File: src/rtl/cpu_fetch_pkg.sv
// ---------------------------------------------------------------------------
// cpu_fetch_pkg
// Shared types and constants for the instruction-fetch stage.
//   ADDR_W / INSTR_W : PC and instruction widths
//   PC_STEP          : sequential PC increment (word-addressed ROM)
//   OPC_MSB/OPC_LSB  : opcode field position inside an instruction
//   HALT_OPCODE      : opcode that stops fetch
//   fetch_state_t    : fetch state machine encoding
//   ifid_t           : IF/ID pipeline register contents
// ---------------------------------------------------------------------------
package cpu_fetch_pkg;

    localparam int ADDR_W  = 16;
    localparam int INSTR_W = 32;
    localparam int OPC_MSB = 31;
    localparam int OPC_LSB = 28;

    localparam logic [ADDR_W-1:0]        PC_STEP     = 16'd1;
    localparam logic [OPC_MSB-OPC_LSB:0] HALT_OPCODE = 4'hF;

    typedef enum logic {
        RUN    = 1'b0,
        HALTED = 1'b1
    } fetch_state_t;

    typedef struct packed {
        logic [INSTR_W-1:0] instr;
        logic [ADDR_W-1:0]  pc;
        logic               valid;
    } ifid_t;

    function automatic logic is_halt(input logic [INSTR_W-1:0] instr);
        return instr[OPC_MSB:OPC_LSB] == HALT_OPCODE;
    endfunction

endpackage

File: src/rtl/fetch_perf_counters.sv
// ---------------------------------------------------------------------------
// fetch_perf_counters
// Two free-running 32-bit event counters for the fetch stage. Both wrap
// silently and clear on reset.
// Ports:
//   clk, reset    : clock, synchronous active-high reset
//   load_valid    : IF/ID is being loaded with a valid instruction this edge
//   bubble        : IF/ID is loaded empty or held by a stall (not halted)
//   perf_fetched  : count of load_valid edges
//   perf_bubbles  : count of bubble edges
// ---------------------------------------------------------------------------
module fetch_perf_counters (
    input  logic        clk,
    input  logic        reset,
    input  logic        load_valid,
    input  logic        bubble,
    output logic [31:0] perf_fetched,
    output logic [31:0] perf_bubbles
);

    always_ff @(posedge clk) begin
        if (reset) begin
            perf_fetched <= '0;
            perf_bubbles <= '0;
        end else begin
            if (load_valid) perf_fetched <= perf_fetched + 32'd1;
            if (bubble)     perf_bubbles <= perf_bubbles + 32'd1;
        end
    end

endmodule

File: src/rtl/fetch_unit.sv
// ---------------------------------------------------------------------------
// fetch_unit
// Instruction-fetch stage around an external PC register and a synchronous
// (1-cycle latency) instruction ROM. Computes the next PC, tracks which
// address the ROM is currently answering for, and loads the IF/ID register.
// Optional performance counters are built when FETCH_PERF_CNT_EN is defined;
// otherwise perf_fetched/perf_bubbles are tied to 0.
// Ports:
//   clk, reset                   : clock, synchronous active-high reset
//   pc_in / pc_next              : PC register address_out / address_in
//   imem_addr / imem_rdata       : ROM address and its next-cycle data
//   stall                        : hold PC and IF/ID
//   branch_taken/branch_target   : redirect from execute (beats stall)
//   ifid_instr/ifid_pc/ifid_valid: IF/ID register to decode
//   halted                       : fetch stopped by a HALT instruction
//   perf_fetched/perf_bubbles    : optional event counters
// ---------------------------------------------------------------------------
module fetch_unit
    import cpu_fetch_pkg::*;
(
    input  logic               clk,
    input  logic               reset,
    input  logic [ADDR_W-1:0]  pc_in,
    output logic [ADDR_W-1:0]  pc_next,
    output logic [ADDR_W-1:0]  imem_addr,
    input  logic [INSTR_W-1:0] imem_rdata,
    input  logic               stall,
    input  logic               branch_taken,
    input  logic [ADDR_W-1:0]  branch_target,
    output logic [INSTR_W-1:0] ifid_instr,
    output logic [ADDR_W-1:0]  ifid_pc,
    output logic               ifid_valid,
    output logic               halted,
    output logic [31:0]        perf_fetched,
    output logic [31:0]        perf_bubbles
);

    fetch_state_t       state, state_next;
    ifid_t              ifid_q, ifid_d;
    logic [ADDR_W-1:0]  fetch_pc_q;
    logic               fetch_valid_q;
    logic [INSTR_W-1:0] held_rdata_q;
    logic               hold_active_q;
    logic [INSTR_W-1:0] fetch_instr;
    logic               halt_detect;
    logic               halting;
    logic               ifid_hold;

    assign imem_addr = pc_in;

    // A HALT sitting in IF/ID stops fetch unless a branch is flushing it.
    assign halt_detect = (state == RUN) && ifid_q.valid &&
                         is_halt(ifid_q.instr) && !branch_taken;
    assign halting     = (state == HALTED) || halt_detect;
    assign ifid_hold   = stall && !branch_taken;

    // The ROM keeps answering for pc_in while stalled, which moves one
    // address ahead of fetch_pc_q; the word that matches fetch_pc_q is
    // captured on the first stalled edge and replayed on release.
    assign fetch_instr = hold_active_q ? held_rdata_q : imem_rdata;

    always_ff @(posedge clk) begin
        if (reset) state <= RUN;
        else       state <= state_next;
    end

    // HALTED is sticky until reset.
    always_comb begin
        state_next = state;
        if (state == RUN && halt_detect) state_next = HALTED;
    end

    always_comb begin
        if (reset)                pc_next = '0;
        else if (state == HALTED) pc_next = pc_in;
        else if (branch_taken)    pc_next = branch_target;
        else if (stall)           pc_next = pc_in;
        else                      pc_next = pc_in + PC_STEP;

        ifid_d = ifid_q;
        if (branch_taken) begin
            ifid_d.valid = 1'b0;
        end else if (!stall) begin
            ifid_d.instr = fetch_instr;
            ifid_d.pc    = fetch_pc_q;
            ifid_d.valid = fetch_valid_q && !halting;
        end
    end

    // fetch_valid_q holds across a stall so it stays paired with the held
    // fetch_pc_q and captured ROM word.
    always_ff @(posedge clk) begin
        if (reset) begin
            ifid_q        <= '0;
            fetch_pc_q    <= '0;
            fetch_valid_q <= 1'b0;
            held_rdata_q  <= '0;
            hold_active_q <= 1'b0;
        end else begin
            ifid_q <= ifid_d;
            if (!ifid_hold) fetch_pc_q <= pc_in;
            if (branch_taken || state == HALTED) fetch_valid_q <= 1'b0;
            else if (!stall)                     fetch_valid_q <= 1'b1;
            if (ifid_hold) begin
                if (!hold_active_q) held_rdata_q <= imem_rdata;
                hold_active_q <= 1'b1;
            end else begin
                hold_active_q <= 1'b0;
            end
        end
    end

    assign ifid_instr = ifid_q.instr;
    assign ifid_pc    = ifid_q.pc;
    assign ifid_valid = ifid_q.valid;
    assign halted     = (state == HALTED);

`ifdef FETCH_PERF_CNT_EN
    logic load_valid;
    logic bubble;

    // Every running edge either loads a real instruction or is a bubble.
    assign load_valid = !reset && !ifid_hold && ifid_d.valid;
    assign bubble     = !reset && (state == RUN) && !load_valid;

    fetch_perf_counters u_perf (
        .clk          (clk),
        .reset        (reset),
        .load_valid   (load_valid),
        .bubble       (bubble),
        .perf_fetched (perf_fetched),
        .perf_bubbles (perf_bubbles)
    );
`else
    assign perf_fetched = '0;
    assign perf_bubbles = '0;
`endif

endmodule

File: config.mk
export PLATFORM = sky130hd
export DESIGN_NAME = fetch_unit
export DESIGN_NICKNAME = d
export VERILOG_FILES = /design/src/rtl/cpu_fetch_pkg.sv /design/src/rtl/fetch_perf_counters.sv /design/src/rtl/fetch_unit.sv
export SDC_FILE = /design/constraint.sdc
export NUM_CORES = 1
export LEC_CHECK = 0
export BUFFER_PORTS_ARGS = -buffer_cell sky130_fd_sc_hd__buf_2
export CAP_MARGIN = 0
export CELL_PAD_IN_SITES_DETAIL_PLACEMENT = 0
export CELL_PAD_IN_SITES_GLOBAL_PLACEMENT = 1
export CORE_MARGIN = 1.5
export CORE_UTILIZATION = 34
export CTS_CLUSTER_DIAMETER = 100
export CTS_CLUSTER_SIZE = 30
export DETAILED_ROUTE_END_ITERATION = 16
export PLACE_DENSITY = 0.84
export SLEW_MARGIN = 20
export SYNTH_ARGS = -nofsm -noshare
export SYNTH_HDL_FRONTEND = slang
export SYNTH_SLANG_ARGS = --single-unit
File: constraint.sdc
create_clock -name clk -period 2.98 [get_ports clk]
set_input_delay 0.596 -clock clk [delete_from_list [all_inputs] [get_ports clk]]
set_output_delay 0.596 -clock clk [all_outputs]
set_load 0.05 [all_outputs]
* Yosys cells after proc, flatten, opt, wreduce, memory -nomap -nowiden *
Index checks and enable logic that the tools add are counted.

word-level totals
  register bits = 100
  bits of input ports = 68
  output and inout bits = 146
  logic and storage cells = 32

cells by class
  $add $sub $neg = 1
  eq/ne operators = 1
  multiplexer cells = 6
  bitwise operators = 3
  reductions and logical operators = 13

operators by type and width
  operator                                                          number
  16-bit two-way mux                                                4
  32-bit two-way mux                                                1
  16-bit by 1-bit adder with 16-bit output (second input constant)  1
  1-bit logical AND                                                 6
  4-bit == test (second input constant)                             1
  2-bit OR reduction                                                2
  1-bit inverter                                                    3
  1-bit zero test                                                   2
  1-bit logical OR                                                  2
  2-bit AND reduction                                               1
  1-bit two-way mux                                                 1

* Longest topological paths before layout *
  word-level depth = 7
  mapped depth = 7

* Worst setup path before layout *
OpenSTA, ideal clock, no wires.

  path kind = in2out
  from = in pc_in[0]
  to = out pc_next[12]
  data arrival time = 2.798 ns
  path slack = -0.414 ns
  stages = 5
  buffers on the path = 0
  cells stage by stage = ha_1 nand3b_4 or4_4 or4_1 a31oi_1

on the way
  cells in the longest elaborated chain, start to end = 5

RTL lines
  what                                      RTL line          source
  from (decl)                               fetch_unit.sv:23  input logic [ADDR_W-1:0] pc_in,
  16-bit by 1-bit adder with 16-bit output  fetch_unit.sv:78  else pc_next = pc_in + PC_STEP;
  16-bit two-way mux                        fetch_unit.sv:77  else if (stall) pc_next = pc_in;
  16-bit two-way mux                        fetch_unit.sv:76  else if (branch_taken) pc_next = branch_target;
  16-bit two-way mux                        fetch_unit.sv:75  else if (state == HALTED) pc_next = pc_in;
  16-bit two-way mux                        fetch_unit.sv:74  if (reset) pc_next = '0;
  to (decl)                                 fetch_unit.sv:24  output logic [ADDR_W-1:0] pc_next,

Every way passes these cells.

* Worst setup path in the final report *
Ends and elaborated chain as after synthesis.

==> Implementation_results.wiki <==
{| class="wikitable"
! Metric !! Value
|-
| Result of the run || finished clean
|-
| Floorplan core area || 14600 um2
|-
| Required time at the worst-slack endpoint || 2380 ps
|-
| Instance count along the most critical hold path || 2
|-
| Startpoint of the lowest-slack hold path || fetch_pc_q[2]
|-
| Switching power as a share of total power || 0.341
|-
| Critical Path Fanout Max || 2
|-
| Post-CTS clock slew at the launch and capture registers of the worst setup and hold paths || 70 ps
|-
| Finish-stage setup viols || 0
|-
| Growth of design area from synthesis to finish || 19.9%
|-
| CTS tree || yes
|-
| Antenna cell count || 0
|-
| Reg2Reg Depth || 3
|-
| Sequential share of the synthesized area || 0.393
|-
| First DRT Iteration DRCs || 246
|-
| Final hold slack || 452 ps
|-
| Post-layout net count || 841
|-
| Overall power consumption || 3.48 mW
|-
| Worst r2r dst || ifid_instr[31]
|-
| Clock root buffer || sky130_fd_sc_hd__clkbuf_16
|-
| Global route total overflow || 0
|-
| Shortest period the worst path allows || 2950 ps
|-
| Final core utilization || 0.419
|-
| Overall die width || 125 um
|-
| Number of levels in the clock H-tree || 3
|-
| Peak Freq || 339 MHz
|-
| Number of vias per cell after detailed routing || 4.80
|-
| Final hold viol count || 0
|-
| Wire length of the first global-routing pass || 21900 um
|-
| Total wire length || 13900 um
|-
| Headroom to the max-slew limit || 0.450
|-
| Post-route cell area || 6110 um2
|-
| Number of flops mapped to enable cells by yosys || 0
|-
| Final Slew Violations || 0
|-
| Count of input and output buffers || 149
|-
| # placed instances || 945
|-
| Cts-stage hold buffer count || 0
|-
| Proportion of register bits with asynchronous set or reset after synthesis || 0
|-
| Maximum clock skew at final layout || 7.97 ps
|-
| Clock network latency to the later pin of the worst-skew pair || 360 ps
|-
| Total clock sinks || 100
|-
| Share of the clock period used by the worst path after layout || 0.989
|-
| Starting density of the core || 0.349
|-
| # IOs || 214
|-
| Combined global-route utilization of all metal layers || 0.174
|-
| Proportion of power drawn by flip-flops and latches || 0.414
|-
| Clk network pwr share || 0.351
|-
| Unrepaired setup endpoints after global routing || false
|-
| Max-capacitance violation count || 0
|-
| Clock buffers created by TritonCTS || 9
|-
| Die H || 125 um
|-
| Slew @ Worst Pin || 825 ps
|-
| Remaining DRCs || 0
|-
| Cell Int Power || 2.30 mW
|-
| Number of synthesized register bits || 100
|-
| Gate count after technology mapping || 649
|-
| Hold Path End || ifid_pc[2]
|-
| Minimum setup slack among reg-to-reg paths || 1440 ps
|-
| Worst reg2reg startpoint || hold_active_q
|-
| Pwr dens || 571 nW/um2
|-
| Smallest setup slack after layout || 33.4 ps
|-
| Number of core rows || 44
|-
| Yosys Warn Count || 0
|-
| Placed inst area || 5760 um2
|-
| Number of buffers on the longest clock path || 2
|-
| Count of nets left with antenna violations after detail routing || 0
|-
| Via count || 4615
|-
| Critical path class || primary input to primary output
|-
| Portion of total power attributed to combinational logic || 0.235
|-
| Final estimated routing congestion in global placement || 0.863
|-
| Via count of the first global-routing pass || 4119
|-
| Leakage || 2.67 nW
|-
| Switching power of the nets || 1.19 mW
|-
| CP Data Arrival Time || 2350 ps
|-
| Fin Setup TNS || 0 ps
|-
| Layout Cells excl Fill || 961
|-
| Detailed Place HPWL || 9840 um
|-
| VDD IR max || 0.339 mV
|-
| Pre-CTS setup slack || -112 ps
|-
| Number of antenna violations at the first check in global routing || 1
|-
| Maximum number of pins on one net before global-route repair || 81
|-
| Number of search-and-repair iterations in the first detailed-routing pass || 6
|-
| Per-instance average area after synthesis || 7.85 um2
|-
| Cell area after technology mapping || 5090 um2
|-
| Netlist cell types || 48
|-
| Path category of the worst min-delay check || flip-flop to flip-flop
|-
| Fraction of final layout cells with drive strength greater than 1 || 0.272
|-
| CP Launch Type || primary input
|-
| Worst Setup End Kind || primary output
|-
| Die area || 15700 um2
|-
| Setup bufs post-CTS || 0
|-
| Wire length per cell || 14.4 um
|-
| Primary flip-flop cell chosen by synthesis mapping || sky130_fd_sc_hd__dfxtp_1
|}
-- how the worst max path moves through the flow --
stage                             end      from  slack (ps)
after detailed placement  pc_next[12]  pc_in[0]        -110
final                     pc_next[12]  pc_in[0]          30
after CTS                 pc_next[12]  pc_in[0]          30
after global placement    pc_next[12]  pc_in[0]        -110
after floorplan           pc_next[12]  pc_in[0]        -110
after global routing      pc_next[12]  pc_in[0]           2
-- state kept, by name, indices dropped and copies added (netlist names) --
| register | count |
|---|---|
| fetch_pc_q | 16 |
| fetch_valid_q | 1 |
| halted | 1 |
| held_rdata_q | 32 |
| hold_active_q | 1 |
| ifid_instr | 32 |
| ifid_pc | 16 |
| ifid_valid | 1 |
-- worst max-delay path: stages --
cell and delay, ps:
sky130_fd_sc_hd__buf_2 120, sky130_fd_sc_hd__ha_4 160, sky130_fd_sc_hd__nand3b_4 80, sky130_fd_sc_hd__or4_4 520, sky130_fd_sc_hd__or4_4 500, sky130_fd_sc_hd__a31oi_4 200, sky130_fd_sc_hd__buf_6 180
-- cells by family (layout without fill, tap and decap cells) --
family	Yosys count	count (layout)	share of synthesized area
mux	35	35	0.0688
buf+inv	137	202	0.161
simple gates	229	229	0.201
other cells	1	64	0.000736
flops	100	100	0.393
compound gates	146	146	0.172
fa+ha+maj	1	1	0.00246
-- repair_timing --
item	CTS	global route
setup endpoints to repair	1	1
pin swaps	0	1
gates resized for setup	4	2
-- cell usage after synthesis, types with 6 or more instances --
library cell | count | area, um2
sky130_fd_sc_hd__nor2_1 | 44 | 165
sky130_fd_sc_hd__a21oi_1 | 80 | 400
sky130_fd_sc_hd__buf_1 | 6 | 22.5
sky130_fd_sc_hd__a22oi_1 | 6 | 45.0
sky130_fd_sc_hd__a211oi_1 | 33 | 248
sky130_fd_sc_hd__mux2i_1 | 35 | 350
sky130_fd_sc_hd__dfxtp_1 | 100 | 2000
sky130_fd_sc_hd__inv_1 | 8 | 30.0
sky130_fd_sc_hd__nor4_1 | 8 | 50.1
sky130_fd_sc_hd__a31oi_1 | 6 | 37.5
sky130_fd_sc_hd__clkbuf_1 | 39 | 146
sky130_fd_sc_hd__o21ai_0 | 9 | 45.0
sky130_fd_sc_hd__buf_4 | 81 | 608
sky130_fd_sc_hd__nand2_1 | 139 | 522
-- layout by cell type (no fill, tap or decap), types with 2 or more instances in the layout --
master / count
sky130_fd_sc_hd__buf_2: 147
sky130_fd_sc_hd__nand2_1: 139
sky130_fd_sc_hd__dfxtp_1: 99
sky130_fd_sc_hd__a21oi_1: 80
sky130_fd_sc_hd__conb_1: 64
sky130_fd_sc_hd__nor2_1: 42
sky130_fd_sc_hd__mux2i_1: 35
sky130_fd_sc_hd__a211oi_1: 32
sky130_fd_sc_hd__buf_4: 30
sky130_fd_sc_hd__clkbuf_16: 9
sky130_fd_sc_hd__nor4_1: 8
sky130_fd_sc_hd__inv_1: 8
sky130_fd_sc_hd__o21ai_0: 7
sky130_fd_sc_hd__a22oi_1: 6
sky130_fd_sc_hd__nand4_1: 5
sky130_fd_sc_hd__nor2b_1: 5
sky130_fd_sc_hd__nand3_1: 4
sky130_fd_sc_hd__a31oi_1: 4
sky130_fd_sc_hd__or2_2: 3
sky130_fd_sc_hd__nor3_1: 3
sky130_fd_sc_hd__o22ai_1: 2
sky130_fd_sc_hd__a211o_1: 2
sky130_fd_sc_hd__or4_4: 2
sky130_fd_sc_hd__o21ai_1: 2
sky130_fd_sc_hd__and2_1: 2
sky130_fd_sc_hd__nand2b_1: 2
sky130_fd_sc_hd__clkbuf_8: 2
-- power by group through the flow --
stage / sequential (mW) / clock (mW) / combinational [mW]
after CTS: 1.44 / 1.26 / 0.820
after global routing: 1.45 / 1.32 / 0.872
after global placement: 1.47 / 0 / 0.813
after floorplan: 1.59 / 0 / 0.577
final: 1.44 / 1.22 / 0.818
after detailed placement: 1.47 / 0 / 0.816
-- layout make-up --
type	instances	area, um2
Timing Repair Buffer	178	972
Tap cell	184	230
Clock inverter	4	55.1
Fill cell	1546	8480
Multi-Input combinational cell	475	2560
Sequential cell	100	2000
Clock buffer	12	256
Inverter	8	30.0
-- per-layer routing --
layer  vias to the layer above  global-route usage  wire [um]
met5                         -                   0         12
met4                         2              0.0675        257
met3                        22              0.0432        974
met2                       199               0.284       6410
met1                      2078               0.223       6210
li1                       2314                   -          -
No activity file was read; power rests on OpenSTA's default activity.
